**config.mk**
```make
export PLATFORM = sky130hd
export DESIGN_NAME = alu_rf_pipe_flat
export DESIGN_NICKNAME = d
export VERILOG_FILES = /design/src/rtl/alu_rf_pkg.sv /design/src/rtl/alu_rf_pipe_if.sv /design/src/rtl/alu_rf_regfile.sv /design/src/rtl/alu_rf_pipe.sv /design/src/flat_wrapper.sv
export SDC_FILE = /design/constraint.sdc
export NUM_CORES = 1
export LEC_CHECK = 0
export BUFFER_PORTS_ARGS = -buffer_cell sky130_fd_sc_hd__clkbuf_2
export CAP_MARGIN = 20
export CORE_MARGIN = 2
export CORE_UTILIZATION = 50
export DETAILED_ROUTE_END_ITERATION = 16
export PLACE_DENSITY_LB_ADDON = 0.25
export RECOVER_POWER = 50
export SYNTH_ARGS = -nofsm -noshare
export SYNTH_HDL_FRONTEND = slang
export SYNTH_SLANG_ARGS = --single-unit
```
**constraint.sdc**
```tcl
create_clock -name clk -period 8.3 [get_ports clk]
set_clock_uncertainty 0.1 [all_clocks]
set_input_delay 0 -clock clk [delete_from_list [all_inputs] [get_ports clk]]
set_output_delay 0 -clock clk [all_outputs]
set_load 0.005 [all_outputs]
```
**src/rtl/alu_rf_pkg.sv**
```systemverilog
// Shared definitions for the CR-16 execute stage: opcodes, flag bit positions, FSM states.
// The multiplier state is only used when ALU_RF_MUL_EN is defined.
package alu_rf_pkg;

   typedef enum logic [3:0] {
      OP_ADD = 4'd0,
      OP_SUB = 4'd1,
      OP_AND = 4'd2,
      OP_OR  = 4'd3,
      OP_XOR = 4'd4,
      OP_CMP = 4'd5,
      OP_MOV = 4'd6,
      OP_LSH = 4'd7,
      OP_MUL = 4'd8
   } op_e;

   localparam int FLAG_N = 4;
   localparam int FLAG_Z = 3;
   localparam int FLAG_F = 2;
   localparam int FLAG_L = 1;
   localparam int FLAG_C = 0;
   localparam int FLAG_W = 5;

   typedef enum logic [0:0] {
      ST_IDLE     = 1'b0,
      ST_MUL_BUSY = 1'b1
   } state_e;

endpackage

```
**src/rtl/alu_rf_pipe_if.sv**
```systemverilog
// Issue/result bundle between decode (master) and the execute stage (slave).
// No clock inside: clk and reset stay plain ports of the execute stage.
interface alu_rf_pipe_if #(
   parameter int WIDTH = 16,
   parameter int NREGS = 16
);
   localparam int AW = $clog2(NREGS);
   localparam int SW = $clog2(WIDTH) + 1;

   logic             in_valid;
   logic             in_ready;
   logic [3:0]       op;
   logic [AW-1:0]    src_addr;
   logic [AW-1:0]    dst_addr;
   logic [WIDTH-1:0] imm;
   logic [WIDTH-1:0] pc;
   logic             use_imm;
   logic             use_pc;
   logic [SW-1:0]    shift_amt;
   logic             wr_en;
   logic             out_valid;
   logic [WIDTH-1:0] result;
   logic [4:0]       flags;

   modport master (
      output in_valid, op, src_addr, dst_addr, imm, pc, use_imm, use_pc, shift_amt, wr_en,
      input  in_ready, out_valid, result, flags
   );

   modport slave (
      input  in_valid, op, src_addr, dst_addr, imm, pc, use_imm, use_pc, shift_amt, wr_en,
      output in_ready, out_valid, result, flags
   );

endinterface

```
**src/rtl/alu_rf_regfile.sv**
```systemverilog
// NREGS x WIDTH register file: two asynchronous read ports, one synchronous write port,
// synchronous reset clears every entry.
module alu_rf_regfile #(
   parameter int WIDTH = 16,
   parameter int NREGS = 16,
   localparam int AW = $clog2(NREGS)
) (
   input  logic             clk,
   input  logic             reset,
   input  logic             we_i,
   input  logic [AW-1:0]    waddr_i,
   input  logic [WIDTH-1:0] wdata_i,
   input  logic [AW-1:0]    raddr_a_i,
   input  logic [AW-1:0]    raddr_b_i,
   output logic [WIDTH-1:0] rdata_a_o,
   output logic [WIDTH-1:0] rdata_b_o
);

   logic [WIDTH-1:0] mem_q [NREGS];

   always_ff @(posedge clk) begin
      if (reset) begin
         for (int i = 0; i < NREGS; i++) begin
            mem_q[i] <= '0;
         end
      end else if (we_i) begin
         mem_q[waddr_i] <= wdata_i;
      end
   end

   assign rdata_a_o = mem_q[raddr_a_i];
   assign rdata_b_o = mem_q[raddr_b_i];

endmodule

```
**src/rtl/alu_rf_pipe.sv**
```systemverilog
// CR-16 execute stage: register file, ALU, signed shifter, flags, writeback bypass.
// Define ALU_RF_MUL_EN to build the iterative shift-add multiplier for op 8.
module alu_rf_pipe #(
   parameter int WIDTH = 16,
   parameter int NREGS = 16
) (
   input logic          clk,
   input logic          reset,
   alu_rf_pipe_if.slave bus
);
   import alu_rf_pkg::*;

   localparam int AW  = $clog2(NREGS);
   localparam int SW  = $clog2(WIDTH) + 1;
   localparam int MSB = WIDTH - 1;

   logic [WIDTH-1:0]  rf_a, rf_b, reg_a, reg_b, opa, opb;
   logic [WIDTH-1:0]  result_q, result_d;
   logic [FLAG_W-1:0] flags_q, flags_d;
   logic              out_valid_q, out_valid_d;
   logic              wb_en_q, wb_en_d;
   logic [AW-1:0]     wb_addr_q, wb_addr_d;
   logic              accept, is_mul, mul_done;
   logic [WIDTH-1:0]  mul_result;

   alu_rf_regfile #(.WIDTH(WIDTH), .NREGS(NREGS)) u_regfile (
      .clk       (clk),
      .reset     (reset),
      .we_i      (wb_en_q),
      .waddr_i   (wb_addr_q),
      .wdata_i   (result_q),
      .raddr_a_i (bus.dst_addr),
      .raddr_b_i (bus.src_addr),
      .rdata_a_o (rf_a),
      .rdata_b_o (rf_b)
   );

   // The writeback stage commits at the end of this cycle, so forward result_q per port.
   assign reg_a = (wb_en_q && (wb_addr_q == bus.dst_addr)) ? result_q : rf_a;
   assign reg_b = (wb_en_q && (wb_addr_q == bus.src_addr)) ? result_q : rf_b;
   assign opa   = bus.use_pc  ? bus.pc  : reg_a;
   assign opb   = bus.use_imm ? bus.imm : reg_b;

   assign accept = bus.in_valid && bus.in_ready;

   logic [WIDTH:0]    sum, diff;
   logic              add_ovf, sub_ovf, lt_s;
   logic              sh_neg;
   logic [SW-1:0]     sh_mag;
   logic [WIDTH-1:0]  shl, alu_res;
   logic [FLAG_W-1:0] alu_flags;
   logic              alu_wr_ok;

   assign sum     = {1'b0, opa} + {1'b0, opb};
   assign diff    = {1'b0, opa} - {1'b0, opb};
   assign add_ovf = (opa[MSB] == opb[MSB]) && (sum[MSB] != opa[MSB]);
   assign sub_ovf = (opa[MSB] != opb[MSB]) && (diff[MSB] != opa[MSB]);
   assign lt_s    = $signed(opa) < $signed(opb);

   // Magnitude of -2^(SW-1) wraps to 2^(SW-1) read as unsigned, which is >= WIDTH.
   assign sh_neg = bus.shift_amt[SW-1];
   assign sh_mag = sh_neg ? (~bus.shift_amt + SW'(1)) : bus.shift_amt;

   always_comb begin
      shl = '0;
      if (sh_mag < SW'(WIDTH)) begin
         shl = sh_neg ? (opa >> sh_mag) : (opa << sh_mag);
      end
   end

   always_comb begin
      alu_res   = '0;
      alu_flags = flags_q;
      alu_wr_ok = 1'b0;
      case (bus.op)
         OP_ADD: begin
            alu_res           = sum[MSB:0];
            alu_flags[FLAG_N] = sum[MSB];
            alu_flags[FLAG_Z] = (sum[MSB:0] == '0);
            alu_flags[FLAG_F] = add_ovf;
            alu_flags[FLAG_L] = 1'b0;
            alu_flags[FLAG_C] = sum[WIDTH];
            alu_wr_ok         = 1'b1;
         end
         OP_SUB, OP_CMP: begin
            alu_res           = diff[MSB:0];
            alu_flags[FLAG_N] = (bus.op == OP_CMP) ? lt_s : diff[MSB];
            alu_flags[FLAG_Z] = (diff[MSB:0] == '0);
            alu_flags[FLAG_F] = sub_ovf;
            alu_flags[FLAG_L] = diff[WIDTH];
            alu_flags[FLAG_C] = diff[WIDTH];
            alu_wr_ok         = (bus.op == OP_SUB);
         end
         OP_AND: begin alu_res = opa & opb; alu_wr_ok = 1'b1; end
         OP_OR:  begin alu_res = opa | opb; alu_wr_ok = 1'b1; end
         OP_XOR: begin alu_res = opa ^ opb; alu_wr_ok = 1'b1; end
         OP_MOV: begin alu_res = opb;       alu_wr_ok = 1'b1; end
         OP_LSH: begin alu_res = shl;       alu_wr_ok = 1'b1; end
         default: begin
            alu_res   = '0;
            alu_wr_ok = 1'b0;
         end
      endcase
   end

`ifdef ALU_RF_MUL_EN
   state_e           state_q, state_d;
   logic [SW-1:0]    cnt_q, cnt_d;
   logic [WIDTH-1:0] mul_a_q, mul_a_d, mul_b_q, mul_b_d, mul_acc_q, mul_acc_d, mul_acc_step;
   logic             mul_wr_q, mul_wr_d;
   logic [AW-1:0]    mul_addr_q, mul_addr_d;

   assign is_mul       = (bus.op == OP_MUL);
   assign bus.in_ready = !reset && (state_q == ST_IDLE);
   assign mul_acc_step = mul_acc_q + (mul_b_q[0] ? mul_a_q : '0);
   assign mul_result   = mul_acc_step;

   always_comb begin
      state_d    = state_q;
      cnt_d      = cnt_q;
      mul_a_d    = mul_a_q;
      mul_b_d    = mul_b_q;
      mul_acc_d  = mul_acc_q;
      mul_wr_d   = mul_wr_q;
      mul_addr_d = mul_addr_q;
      mul_done   = 1'b0;
      case (state_q)
         ST_IDLE: begin
            if (accept && is_mul) begin
               state_d    = ST_MUL_BUSY;
               cnt_d      = SW'(WIDTH);
               mul_a_d    = opa;
               mul_b_d    = opb;
               mul_acc_d  = '0;
               mul_wr_d   = bus.wr_en;
               mul_addr_d = bus.dst_addr;
            end
         end
         default: begin
            mul_acc_d = mul_acc_step;
            mul_a_d   = mul_a_q << 1;
            mul_b_d   = mul_b_q >> 1;
            cnt_d     = cnt_q - SW'(1);
            // The last step lands in result_q directly as the counter reaches zero.
            if (cnt_q == SW'(1)) begin
               mul_done = 1'b1;
               state_d  = ST_IDLE;
            end
         end
      endcase
   end

   always_ff @(posedge clk) begin
      if (reset) begin
         state_q    <= ST_IDLE;
         cnt_q      <= '0;
         mul_a_q    <= '0;
         mul_b_q    <= '0;
         mul_acc_q  <= '0;
         mul_wr_q   <= 1'b0;
         mul_addr_q <= '0;
      end else begin
         state_q    <= state_d;
         cnt_q      <= cnt_d;
         mul_a_q    <= mul_a_d;
         mul_b_q    <= mul_b_d;
         mul_acc_q  <= mul_acc_d;
         mul_wr_q   <= mul_wr_d;
         mul_addr_q <= mul_addr_d;
      end
   end
`else
   assign is_mul       = 1'b0;
   assign mul_done     = 1'b0;
   assign mul_result   = '0;
   assign bus.in_ready = !reset;
`endif

   always_comb begin
      result_d    = result_q;
      flags_d     = flags_q;
      out_valid_d = 1'b0;
      wb_en_d     = 1'b0;
      wb_addr_d   = wb_addr_q;
      if (accept && !is_mul) begin
         result_d    = alu_res;
         flags_d     = alu_flags;
         out_valid_d = 1'b1;
         wb_en_d     = bus.wr_en && alu_wr_ok;
         wb_addr_d   = bus.dst_addr;
      end else if (mul_done) begin
         result_d    = mul_result;
         out_valid_d = 1'b1;
`ifdef ALU_RF_MUL_EN
         wb_en_d     = mul_wr_q;
         wb_addr_d   = mul_addr_q;
`endif
      end
   end

   always_ff @(posedge clk) begin
      if (reset) begin
         result_q    <= '0;
         flags_q     <= '0;
         out_valid_q <= 1'b0;
         wb_en_q     <= 1'b0;
         wb_addr_q   <= '0;
      end else begin
         result_q    <= result_d;
         flags_q     <= flags_d;
         out_valid_q <= out_valid_d;
         wb_en_q     <= wb_en_d;
         wb_addr_q   <= wb_addr_d;
      end
   end

   assign bus.out_valid = out_valid_q;
   assign bus.result    = result_q;
   assign bus.flags     = flags_q;

endmodule

```
**src/flat_wrapper.sv**
```systemverilog
// flat-port wrapper written by rule: the top's interface ports become plain ports
module alu_rf_pipe_flat import alu_rf_pkg::*;
#(
   parameter int WIDTH = 16,
   parameter int NREGS = 16
)
  (clk, reset, bus_in_valid, bus_op, bus_src_addr, bus_dst_addr, bus_imm, bus_pc, bus_use_imm, bus_use_pc, bus_shift_amt, bus_wr_en, bus_in_ready, bus_out_valid, bus_result, bus_flags);
  alu_rf_pipe_if #(.WIDTH(WIDTH), .NREGS(NREGS)) bus_i ();
  input logic clk;
  input logic reset;
  input wire logic [$bits(bus_i.in_valid)-1:0] bus_in_valid;
  input wire logic [$bits(bus_i.op)-1:0] bus_op;
  input wire logic [$bits(bus_i.src_addr)-1:0] bus_src_addr;
  input wire logic [$bits(bus_i.dst_addr)-1:0] bus_dst_addr;
  input wire logic [$bits(bus_i.imm)-1:0] bus_imm;
  input wire logic [$bits(bus_i.pc)-1:0] bus_pc;
  input wire logic [$bits(bus_i.use_imm)-1:0] bus_use_imm;
  input wire logic [$bits(bus_i.use_pc)-1:0] bus_use_pc;
  input wire logic [$bits(bus_i.shift_amt)-1:0] bus_shift_amt;
  input wire logic [$bits(bus_i.wr_en)-1:0] bus_wr_en;
  output wire logic [$bits(bus_i.in_ready)-1:0] bus_in_ready;
  output wire logic [$bits(bus_i.out_valid)-1:0] bus_out_valid;
  output wire logic [$bits(bus_i.result)-1:0] bus_result;
  output wire logic [$bits(bus_i.flags)-1:0] bus_flags;
  assign bus_i.in_valid = bus_in_valid;
  assign bus_i.op = bus_op;
  assign bus_i.src_addr = bus_src_addr;
  assign bus_i.dst_addr = bus_dst_addr;
  assign bus_i.imm = bus_imm;
  assign bus_i.pc = bus_pc;
  assign bus_i.use_imm = bus_use_imm;
  assign bus_i.use_pc = bus_use_pc;
  assign bus_i.shift_amt = bus_shift_amt;
  assign bus_i.wr_en = bus_wr_en;
  assign bus_in_ready = bus_i.in_ready;
  assign bus_out_valid = bus_i.out_valid;
  assign bus_result = bus_i.result;
  assign bus_flags = bus_i.flags;
  alu_rf_pipe #(.WIDTH(WIDTH), .NREGS(NREGS)) u_core (.clk(clk), .reset(reset), .bus(bus_i));
endmodule
```
* Word level (Yosys, flattened, before mapping) *
Memory sizes are Yosys's and may differ from the RTL's.
Cells that the tools add are included.
W data, S select, Z words.

word-level totals
  logic and storage cells = 67
  register bits = 27
  memories kept = 1
  input bits = 55
  bits in writable memories = 256
  output and inout port bits = 23

memory list
  memory                  words  bits a word  read ports  clocked after Yosys merged registers in  wr ports  RTL line              text
  u_core.u_regfile.mem_q  16     16           2           0                                        16        alu_rf_regfile.sv:19  logic [WIDTH-1:0] mem_q [NREGS];

cells by class
  bitwise gates (word level) = 5
  magnitude comparators = 2
  reduce and logical (&&, ||, !) cells = 16
  add/subtract/negate cells = 3
  shift operators = 2
  equality and inequality tests = 13
  mux-type cells = 20

operator list
  operator               number
  $mux W16               7
  $pmux W16 S7           1
  $logic_not A16 Y1      2
  $add A16 B16 Y17       1
  $sub A16 B16 Y17       1
  $and A16 B16 Y16       1
  $eq A4 B3 Y1 const B   4
  $lt A16 B16 Y1         1
  $or A16 B16 Y16        1
  $reduce_or A16 Y1      1
  $shl A16 B5 Y16        1
  $shr A16 B5 Y16        1
  $xor A16 B16 Y16       1
  $pmux W5 S2            1
  $eq A4 B2 Y1 const B   2
  $eq A4 B4 Y1           2
  $mux W1                8
  $logic_and A1 B1 Y1    6
  $reduce_or A6 Y1       1
  $add A5 B1 Y5 const B  1
  $lt A5 B5 Y1 const B   1
  $mux W5                1
  $not A5 Y5             1
  $eq A4 B1 Y1 const B   1
  other kinds (10)       13

* Longest topological paths before layout *
Gate-level depths: netlist of the first run.

  depth after elaboration = 8
  mapped depth = 21
  mapped depth without buffers = 17

* Modules after synthesis *
A second synthesis of the first run with hierarchy kept.

second synthesis, totals
  cells, all modules = 1734
  area total of the unflattened synthesis = 19700.1 um2

modules (own cells, without submodules)
  module          seq. area each (um2)  times used  cells each  area each (um2)
  alu_rf_regfile  7687.4                1           859         13414.1
  alu_rf_pipe     540.5                 1           875         6286.0

* Worst setup path before layout of the first run *
No wires, ideal clock.

  path kind = input to register
  from = input bus_src_addr[0]
  to = register u_core.result_q[14] (netlist: u_core.bus.result[14])
  required time = 8071 ps
  path slack = 3439 ps
  stages = 21
  arrival = 4631 ps
  path buffers = 4
  cell sequence = buf_4 -> buf_2 -> buf_2 -> xnor2_1 -> nand2_1 -> nor2_1 -> buf_2 -> mux2i_1 -> o21ai_0 -> ha_1 -> inv_1 -> fa_1 -> nor2b_1 -> o2111ai_1 -> nand4_1 -> a211oi_1 -> o31ai_1 -> a31oi_1 -> a221o_1 -> o21ai_0 -> a31oi_1

on the way
  cells in the longest elaborated chain, start to end = 6

ends and longest elaborated chain
  element                                                                  RTL line            text
  from (decl)                                                              flat_wrapper.sv:13  input wire logic [$bits(bus_i.src_addr)-1:0] bus_src_addr;
  parallel branches: the longest is 2 deep, another holds $mem_v2 Z16 W16  n/a
  $mux W16 *                                                               alu_rf_pipe.sv:40   assign reg_b = (wb_en_q && (wb_addr_q == bus.src_addr)) ? result_q : rf_b;
  $mux W16 *                                                               alu_rf_pipe.sv:42   assign opb = bus.use_imm ? bus.imm : reg_b;
  $sub A16 B16 Y17 (tied with other cells)                                 alu_rf_pipe.sv:55   assign diff = {1'b0, opa} - {1'b0, opb};
  $pmux W16 S7 *                                                           alu_rf_pipe.sv:75   case (bus.op)
  to (signal assigned)                                                     alu_rf_pipe.sv:209  result_q <= result_d;
  to (decl)                                                                alu_rf_pipe.sv:18   logic [WIDTH-1:0] result_q, result_d;

Every way passes the cells marked *.
A chain may end at the register's enable or synchronous reset.

==> results of run 1 <==
## layer usage
metal / global-route usage [%] / vias to the layer above / part of all wire [%]
met5: 0 / - / 0
met4: 19.5 / 0 / 6.1
met3: 6.32 / 229 / 10
met2: 57.1 / 1146 / 47
met1: 46.4 / 8090 / 36
li1: - / 6968 / -
## placed cells by master, fill, tap and decap left out, types with 15 or more instances in the layout
master                            n
sky130_fd_sc_hd__nor4_1          78
sky130_fd_sc_hd__clkbuf_1        28
sky130_fd_sc_hd__a22oi_1         25
sky130_fd_sc_hd__clkbuf_2        58
sky130_fd_sc_hd__nand2_1         90
sky130_fd_sc_hd__clkbuf_16       35
sky130_fd_sc_hd__nor2_1          70
sky130_fd_sc_hd__o21ai_0         59
sky130_fd_sc_hd__clkinv_1        20
sky130_fd_sc_hd__a21oi_1         69
sky130_fd_sc_hd__buf_4           37
sky130_fd_sc_hd__xnor2_1         37
sky130_fd_sc_hd__mux4_2         149
sky130_fd_sc_hd__ha_1            50
sky130_fd_sc_hd__edfxtp_1       256
sky130_fd_sc_hd__nand3_1         22
sky130_fd_sc_hd__o22ai_1         21
sky130_fd_sc_hd__dfxtp_1         25
sky130_fd_sc_hd__dlygate4sd3_1   15
sky130_fd_sc_hd__inv_1           54
sky130_fd_sc_hd__mux2i_1         35
sky130_fd_sc_hd__a31oi_1         19
sky130_fd_sc_hd__nor3_1         217
## flip-flops by register name (all words and copies together) (netlist names)
signal / count
u_core.wb_en_q: 1
u_core.u_regfile.mem_q: 256
u_core.wb_addr_q: 4
u_core.bus.out_valid: 1
u_core.bus.result: 16
u_core.bus.flags: 5
## final timing paths
kind                                                 end  slack [ns]
max reg2reg             u_core.bus.flags[0]$_SDFFE_PP0P_        2.29
min reg2reg             u_core.bus.flags[0]$_SDFFE_PP0P_        0.38
min                    u_core.bus.result[4]$_SDFFE_PP0P_        0.03
max          u_core.u_regfile.mem_q[7][11]$_SDFFCE_PN0P_        1.86
## power by group through the flow
| stage | logic (mW) | registers [mW] | clock network [mW] |
|---|---|---|---|
| 5_1_grt | 0.999 | 1.64 | 1.50 |
| 3_5_place_dp | 0.919 | 1.66 | 0 |
| 4_1_cts | 0.929 | 1.63 | 1.46 |
| 6_report | 0.950 | 1.64 | 1.45 |
| 2_1_floorplan | 0.634 | 1.65 | 0 |
| 3_3_place_gp | 0.922 | 1.66 | 0 |
## cell families after synthesis
| family | count (synthesis) | synth area share (%) |
|---|---|---|
| buffers and inverters | 258 | 5.26 |
| muxes | 199 | 20.0 |
| AOI/OAI and AO/OA | 376 | 13.3 |
| DFF | 283 | 42.1 |
| adders and majority gates | 52 | 3.40 |
| and+or+nand+nor | 546 | 14.0 |
| xor gates and xnor gates | 44 | 1.97 |
## per-stage QoR
stage                     utilization (%)  std cells  setup slack (ns)
after detailed placement             52.6       2213              2.55
final                                55.4       2286              1.86
after CTS                            55.6       2285              2.53
after global routing                 55.4       2285              1.65
after floorplan                         -       1758              3.44
after global placement               52.6       2213              2.53
## final cells by class
class	count	area (um2)	share of cell area [%]
diodes	1	2.50	0.0117
clock buffers	41	898	4.19
clock inverters	16	141	0.660
inverters	75	282	1.31
multi-input cells	1217	10400	48.5
flip-flops and latches	283	8230	38.4
well taps	518	648	3.02
repair buffers	135	831	3.88
## tightest hold or removal path, delay by kind of cell
| family | cells | cell delay (ns) |
|---|---|---|
| AOI/OAI and AO/OA | 2 | 0.20 |
| and+or+nand+nor | 2 | 0.26 |
| buffers and inverters | 1 | 0.16 |
==> results.md, run 1 <==
Clock network:
- Buffers inserted during clock tree synthesis total 34.
- Clock latency on the worst-skew pair, taken at its later pin, is 0.53 ns.
- The clock tree from TritonCTS is built.
- The number of sinks on the clock net is 283.
- The clock transition time at the flip-flop clock pins of the worst setup and hold paths is 0.06 ns.
- Post-CTS timing repair inserted 0 buffers for setup.
- After clock tree synthesis, the flow added hold-fix buffers numbering 15.
- The root buffer cell is sky130_fd_sc_hd__clkbuf_16.
- No sink is reached through more buffers than the 3 on the longest clock path.
- The number of H-tree levels is 2.
- Once the clock tree was built, the resizer swapped 0 gates to a different size.

STA:
- Setup repair after global routing left no endpoint under its margin.
- Static timing analysis puts the maximum clock frequency at 155 MHz.
- The worst slew slack as a fraction of its limit is -124%.
- The slew of the pin with the lowest slew margin is 3.34 ns.
- Subtracting the final worst setup slack from the clock period gives 6.44 ns.
- In the finished design, the share of the clock period the worst path needs comes to 77.6%.
- The hold violation count in the final report is 0.
- Setup violations remaining at the end of the flow were counted as 0.
- In the final timing run, aggregate negative setup slack is 0 ns.
- Across all hold checks on the routed design, the worst slack comes to 0.0260 ns.
- The final max-slew violation count came to 250.

Detailed routing:
- In this run, the number of DRC markers left after iteration 0 of detailed routing was approximately 2,100.
- Once detail routing completed, the nets flagged for antenna violations numbered 0.
- After detailed routing, the number of vias per cell comes to just over 7.
- For this block, the routed nets add up to 72,400 um of wire.
- The average wire length per cell after detail routing is roughly 32 um.
- The first detailed-routing pass ran for 6 iterations.
- The overall via count from detail_route is approximately 16,000.
- After detailed routing, the number of remaining DRC violations is 0.

Die:
- The die covers ~41,000 um2.
- In this run the standard cell core region covers 38,600 um2.
- In this run the horizontal extent of the chip is 202 um.
- The top-level port count is 78.
- The placement row count is slightly above 70.
- The floorplan step set the die height to ~200 um.
- For this configuration, the core starts out at a cell density of 50.6%.

Setup path:
- STA classifies the critical path endpoint as a flop.
- The family of cells with the greatest summed delay on the critical path is buffers and inverters.
- Measured in cells, the most critical reg-to-reg path has a length of 17.
- The library cell appearing most often on the critical path is sky130_fd_sc_hd__clkbuf_1.
- At the worst endpoint, the arrival time is 6.39 ns.
- The cell with the largest stage delay on the worst path is sky130_fd_sc_hd__clkbuf_1.
- The required time at the endpoint of the critical path is 8.25 ns.
- The path length in cells of the critical path is 9.
- The signal on the critical path passes through dlygate4sd3_1 -> clkbuf_1 -> inv_1 -> clkbuf_1 -> nand4_1 -> clkbuf_1 -> clkbuf_1 -> o21ai_0 -> clkbuf_1.
- In this run the critical register-to-register path is launched from u_core.wb_addr_q[2]$_SDFFE_PP0P_.
- The kind of launch point of the worst setup path is an input port.
- The largest fanout of any net on the critical path is 43.
- The number of buffers and inverters on the critical path is 7.
- The critical path start-end classification is in2reg.
- The critical path starts at reset.
- For this run, the slowest stage of the critical path takes ~1.9 ns.

Place:
- Summing all placed instances gives a cell area of a little over 20,000 um2.
- The routability-driven placement congestion ratio is approximately 0.99.
- The HPWL after detailed placement is 49,100 um.
- The count of input and output buffers is 77.

Synth:
- By area the synthesized netlist is led by sky130_fd_sc_hd__edfxtp_1 (39%), sky130_fd_sc_hd__mux4_2 (17%), sky130_fd_sc_hd__nor3_1 (5.6%).
- The synthesized netlist occupies a cell area of a little under 20,000 um2.
- After synthesis, the netlist uses between 80 and 90 different library cells.
- In this run, synthesis produced a sequential element count of between 200 and 300.
- Counting every net in the synthesized netlist gives approximately 1,900.
- Sorting the synthesized cells by how often they occur yields sky130_fd_sc_hd__edfxtp_1 (256), sky130_fd_sc_hd__nor3_1 (217), sky130_fd_sc_hd__mux4_2 (149).
- The cell type contributing the most total cell area after synthesis is sky130_fd_sc_hd__edfxtp_1.
- The number of cells produced by synthesis is between 1,500 and 2,000.
- The synthesized design devotes to its leading area cell type 39.3% of total area.
- The average instance area after synthesis is 11.1 um2.
- The most common flop cell mapped by yosys is sky130_fd_sc_hd__edfxtp_1.
- The number of warnings printed during yosys synthesis is 0.
- The most repeated cell in the gate-level netlist after synthesis is sky130_fd_sc_hd__edfxtp_1.
- Counting flops with a built-in enable in the synthesized netlist gives 256.
- Counting flops with an async set or reset pin after synthesis yields a share of 0%.
- Of the synthesized area, sequential elements account for 42.1%.

Power:
- The net switching share of the total power is 31.2%.
- The relative contribution of sequential cells to total power is 40.6%.
- The leakage power is slightly above 7 nW.
- The power per standard cell area is 188 nW/um2.
- The clock share of power is 35.9%.
- Per report_power, the combinational group accounts for a little under a quarter of the total.
- Across the VDD grid, the largest voltage drop is 0.200 mV.
- The analysis attributes to net switching a power of approximately 1.3 mW.
- The total internal power is about 2.8 mW.
- The final total power is 4.03 mW.

Global route:
- For this run the aggregate overflow at the end of global routing stands at 0.
- Entering global routing, the biggest net connects 75 pins.
- The total global routing track utilization is 35.7%.
- The first global-routing pass estimated 108,000 um of wire.
- The number of global-route vias before repair is ~16,000.
- The number of antenna violations at the first check in global routing is 0.

Status:
- The flow ran to the end, but the final reports show violations.
- The checks that failed: capacitance limit, slew limit.

Finish:
- The finished layout cell area is 21,400 um2.
- The area added between synthesis and finish is 9.60%.
- The proportion of layout cells with a drive suffix above 1 is approximately a fifth.
- The number of nets in the finished design is 1,853.
- The number of fillers in the final layout is 3,308.

Min path:
- The class of the worst hold path is in2reg.
- The beginning of the worst hold path is bus_shift_amt[1].
- The count of cells along the worst hold path is 5.

Run:
- The max-capacitance violation count is 8.
No activity file was read; power rests on OpenSTA's default activity.
==> inputs of run 2 (changes only) <==
Settings changed: ABC_AREA set to 1.
Clock period 8.3 ns to 5.75 ns, I/O delays scaled along.
==> run 2 against run 1 <==
  * The run still ends with capacitance limit, slew limit left
  * Via count up 21%
  * Clock power up 44%
  * Setup slack worse by 0.86 ns
  * Global-route usage down 1.0 points
  * Largest cell class unchanged
  * Largest power group unchanged
==> results.md, run 2 <==
STA:
- Setup total negative slack on the finished layout was measured at 0 ns.
- Setup violations remaining at the end of the flow were counted as 0.
- The slew of the pin with the lowest slew margin is 1.87 ns.
- The final cycle utilization of the critical path is 82.6%.
- The minimum period implied by the final worst setup slack is around 4.8 ns.
- Setup repair after global routing left no endpoint under its margin.
- The final max-slew violation count came to 25.
- The hold violation count in the final report is 0.
- The worst slew slack as a fraction of its limit is -24.7%.
- For this run, the top clock speed supported by timing is 210 MHz.

Die:
- The die is 204 um tall.
- From left edge to right edge, the die measures 204 um.
- The core area is 39,600 um2.
- In this run the core area contains between 70 and 80 standard-cell rows.
- The die covers 41,700 um2.
- 78 I/O pins were placed.
- For this configuration, the core starts out at a cell density of 50.6%.

Finish:
- The library cell used most frequently in the layout, excluding fill and tap cells, is sky130_fd_sc_hd__nand2_1.
- The register bank with the most flops is u_core.u_regfile.mem_q.
- The count of inserted antenna diode cells is 0.
- After the flow finishes, the layout carries non-filler instances totaling about 3,300.
- The register with the most flip-flops in the layout has 256 of them.
- Leaving out fill and tap cells, the most frequent cells in the layout are sky130_fd_sc_hd__nand2_1 (559), sky130_fd_sc_hd__nor2_1 (450), sky130_fd_sc_hd__nand3_1 (353), sky130_fd_sc_hd__edfxtp_1 (256), sky130_fd_sc_hd__inv_1 (255).
- The net count of the finished layout is 2,844.
- Relative to the synthesized area, the layout overhead comes to 7.32%.
- The proportion of layout cells with a drive suffix above 1 is 6.78%.

Min path:
- The path class of the tightest hold or removal check is in2reg.

Detailed routing:
- The average wire length per cell after detail routing is 22.1 um.
- The detailed-route wire length is 72,500 um.
- For this run, design rule violations remaining after detail routing come to 0.
- The first routing iteration left 2,362 violations.
- The detailed-router iteration count before antenna repair is 9.
- The post-route antenna net violation count is 0.
- The overall via count from detail_route is 19,885.
- The via density per instance is 6.06.

Synth:
- The part of the Yosys area used for sequential elements is 41.0%.
- The number of unique standard cell types used by synthesis is 49.
- The most repeated cell in the gate-level netlist after synthesis is sky130_fd_sc_hd__nand2_1.
- The number of enable-type register cells in the synthesized netlist is 256.
- Sorting the synthesized cells by how often they occur yields sky130_fd_sc_hd__nand2_1 (559), sky130_fd_sc_hd__nor2_1 (450), sky130_fd_sc_hd__nand3_1 (353).
- The average instance area after synthesis is about 7.2 um2.
- In the post-synthesis netlist, the biggest area contributors are sky130_fd_sc_hd__edfxtp_1 (38%), sky130_fd_sc_hd__nand2_1 (10%), sky130_fd_sc_hd__nand3_1 (8.8%).
- The register bit count reported by yosys is 283.
- The most common flop cell mapped by yosys is sky130_fd_sc_hd__edfxtp_1.
- The cell type contributing the most total cell area after synthesis is sky130_fd_sc_hd__edfxtp_1.
- After synthesis, the share of flip-flops with an asynchronous set or reset is 0%.
- The Yosys step of the flow raised 0 warnings.
- The share of Yosys cell area claimed by the top area cell type is 38.3%.
- The synthesized net count is 2,874.
- Synthesis handed over a netlist of 2,767 instances.
- The post-synthesis instance area is 20,100 um2.

Place:
- The count of input and output buffers is 77.
- Routability-driven placement finished with a final weighted congestion of around 1.
- The number of placed instances, taps included, is 3,219.
- The placed wire-length estimate after detailed placement is 49,300 um.

Global route:
- The number of antenna violations at the first check in global routing is 0.
- The pin count of the biggest net entering global routing is 90.
- The number of global-route vias before repair is 18,664.
- The first global-routing pass estimated 110,000 um of wire.
- The total global routing track utilization is 34.7%.
- Summed over all layers, the global routing overflow is 0.

Clock network:
- The root buffer cell is sky130_fd_sc_hd__clkbuf_16.
- In this run the number of H-tree levels came out at 2.
- Post-CTS repair changed the size of 0 cells.
- For this design, the sink count on the clock tree is 283.
- The buffer count from post-CTS setup fixing is 0.
- The clock tree from TritonCTS is built.
- The clock passes through at most 3 buffers.
- The clock transition time at the flip-flop clock pins of the worst setup and hold paths is roughly 0.060 ns.
- The clock buffer count from CTS is 34.
- The clock reaches the later pin of the worst-skew pair after roughly 0.55 ns.

Setup path:
- Data on the critical path is required at its endpoint by 6.02 ns.
- The arrival time at the worst endpoint is 5.02 ns.
- The kind of end point of the critical path is a flop.
- Of all nets on the critical path, the largest fanout is 17.
- The critical path in this run is classified as reg2reg.
- The kind of launch point of the worst setup path is a flop.

Status:
- The final reports fail on capacitance limit, slew limit.
- The run finished, with violations left.

Run:
- The tool flagged a number of max-cap violations equal to 1.

Power:
- The worst vdd rail ir drop is 0.205 mV.
- Total power for the finished layout comes to 5.77 mW.
- Dividing total power by cell area gives a power density of 268 nW/um2.
- The leakage power is 8.90 nW.
[run 2: cell types whose count changed after synthesis, moves of 49 or more]
cell,change
sky130_fd_sc_hd__a21oi_1,+125
sky130_fd_sc_hd__buf_2,+49
sky130_fd_sc_hd__inv_1,+201
sky130_fd_sc_hd__mux4_2,-149
sky130_fd_sc_hd__nand2_1,+468
sky130_fd_sc_hd__nand3_1,+331
sky130_fd_sc_hd__nor2_1,+379
sky130_fd_sc_hd__nor3_1,-205
sky130_fd_sc_hd__nor4_1,-74
sky130_fd_sc_hd__o211ai_1,+71
sky130_fd_sc_hd__o21ai_0,+72
[run 2: per-stage QoR]
step           hold slack, ns  area [um2]  utilization, %  setup WS (ns)
2_1_floorplan         -0.0226       20100               -           2.00
3_3_place_gp            0.211       20500            51.7          0.878
3_5_place_dp            0.207       20500            51.7          0.934
4_1_cts                0.0115       21600            54.5           1.17
5_1_grt                0.0688       21500            54.3          0.754
6_report               0.0346       21500            54.3          0.998
[run 2: path summary, 6_finish.rpt]
path,from,endpoint,cells after the start,slack [ns]
max,u_core.wb_addr_q[3]$_SDFFE_PP0P_,u_core.bus.result[9]$_SDFFE_PP0P_,19,1.0
min,bus_imm[11],u_core.bus.result[11]$_SDFFE_PP0P_,8,0.03
min reg2reg,u_core.bus.flags[1]$_SDFFE_PP0P_,u_core.bus.flags[1]$_SDFFE_PP0P_,2,0.39
max reg2reg,u_core.wb_addr_q[3]$_SDFFE_PP0P_,u_core.bus.result[9]$_SDFFE_PP0P_,19,1.0
[run 2: kinds of logic (layout without fill, tap and decap cells)]
| logic type | Yosys count | in the layout | share of synthesized area [%] |
|---|---|---|---|
| flip-flops | 283 | 283 | 41.0 |
| adder cells (fa/ha/maj) | 52 | 52 | 3.32 |
| buffers and inverters | 478 | 468 | 10.1 |
| XOR/XNOR | 30 | 30 | 1.31 |
| AND/OR/NAND/NOR | 1436 | 1436 | 30.1 |
| AO/OA/AOI/OAI | 488 | 488 | 14.1 |
[run 2: worst max-delay path, stage by stage (launching register included)]
cell	delay, ns
sky130_fd_sc_hd__dfxtp_1	0.47
sky130_fd_sc_hd__inv_1	0.10
sky130_fd_sc_hd__o22ai_1	0.26
sky130_fd_sc_hd__nor4_4	0.08
sky130_fd_sc_hd__buf_4	0.23
sky130_fd_sc_hd__inv_2	0.29
sky130_fd_sc_hd__nand3_1	0.19
sky130_fd_sc_hd__a22oi_1	0.41
sky130_fd_sc_hd__ha_1	0.41
sky130_fd_sc_hd__nand3_1	0.12
sky130_fd_sc_hd__nand3_1	0.12
sky130_fd_sc_hd__a21oi_1	0.27
sky130_fd_sc_hd__o21ai_1	0.18
sky130_fd_sc_hd__a21boi_0	0.41
sky130_fd_sc_hd__xor2_1	0.23
sky130_fd_sc_hd__nor2_1	0.09
sky130_fd_sc_hd__nor3_1	0.38
sky130_fd_sc_hd__nand2_1	0.10
sky130_fd_sc_hd__nand2_1	0.07
sky130_fd_sc_hd__a21oi_1	0.08
[run 2: final cells by class]
cell class	instances	area [um2]
Clock inverter	12	134
Fill cell	3876	18100
Clock buffer	44	898
Inverter	284	1070
Tap cell	525	657
Multi-Input combinational cell	2006	9830
Timing Repair Buffer	128	713
Sequential cell	283	8230
[run 2: where the power goes]
part           internal, mW  total [mW]  switching [mW]
registers              2.31        2.35          0.0374
clock network          1.20        2.09           0.892
logic                 0.380        1.33           0.950
[run 2: what timing repair did]
item,CTS,global route
hold buffers,7,0
endpoints found under the hold margin,21,0
setup endpoints to repair,0,0
[run 2: metal layers]
metal	vias up	part of all wire, %	wire (um)	global-route usage (%)
met5	-	0	0	0
met4	0	5.0	3610	16.7
met1	9398	42	30400	48.7
met2	1140	43	31400	52.4
met3	188	9.7	7040	5.21
li1	9159	-	-	-
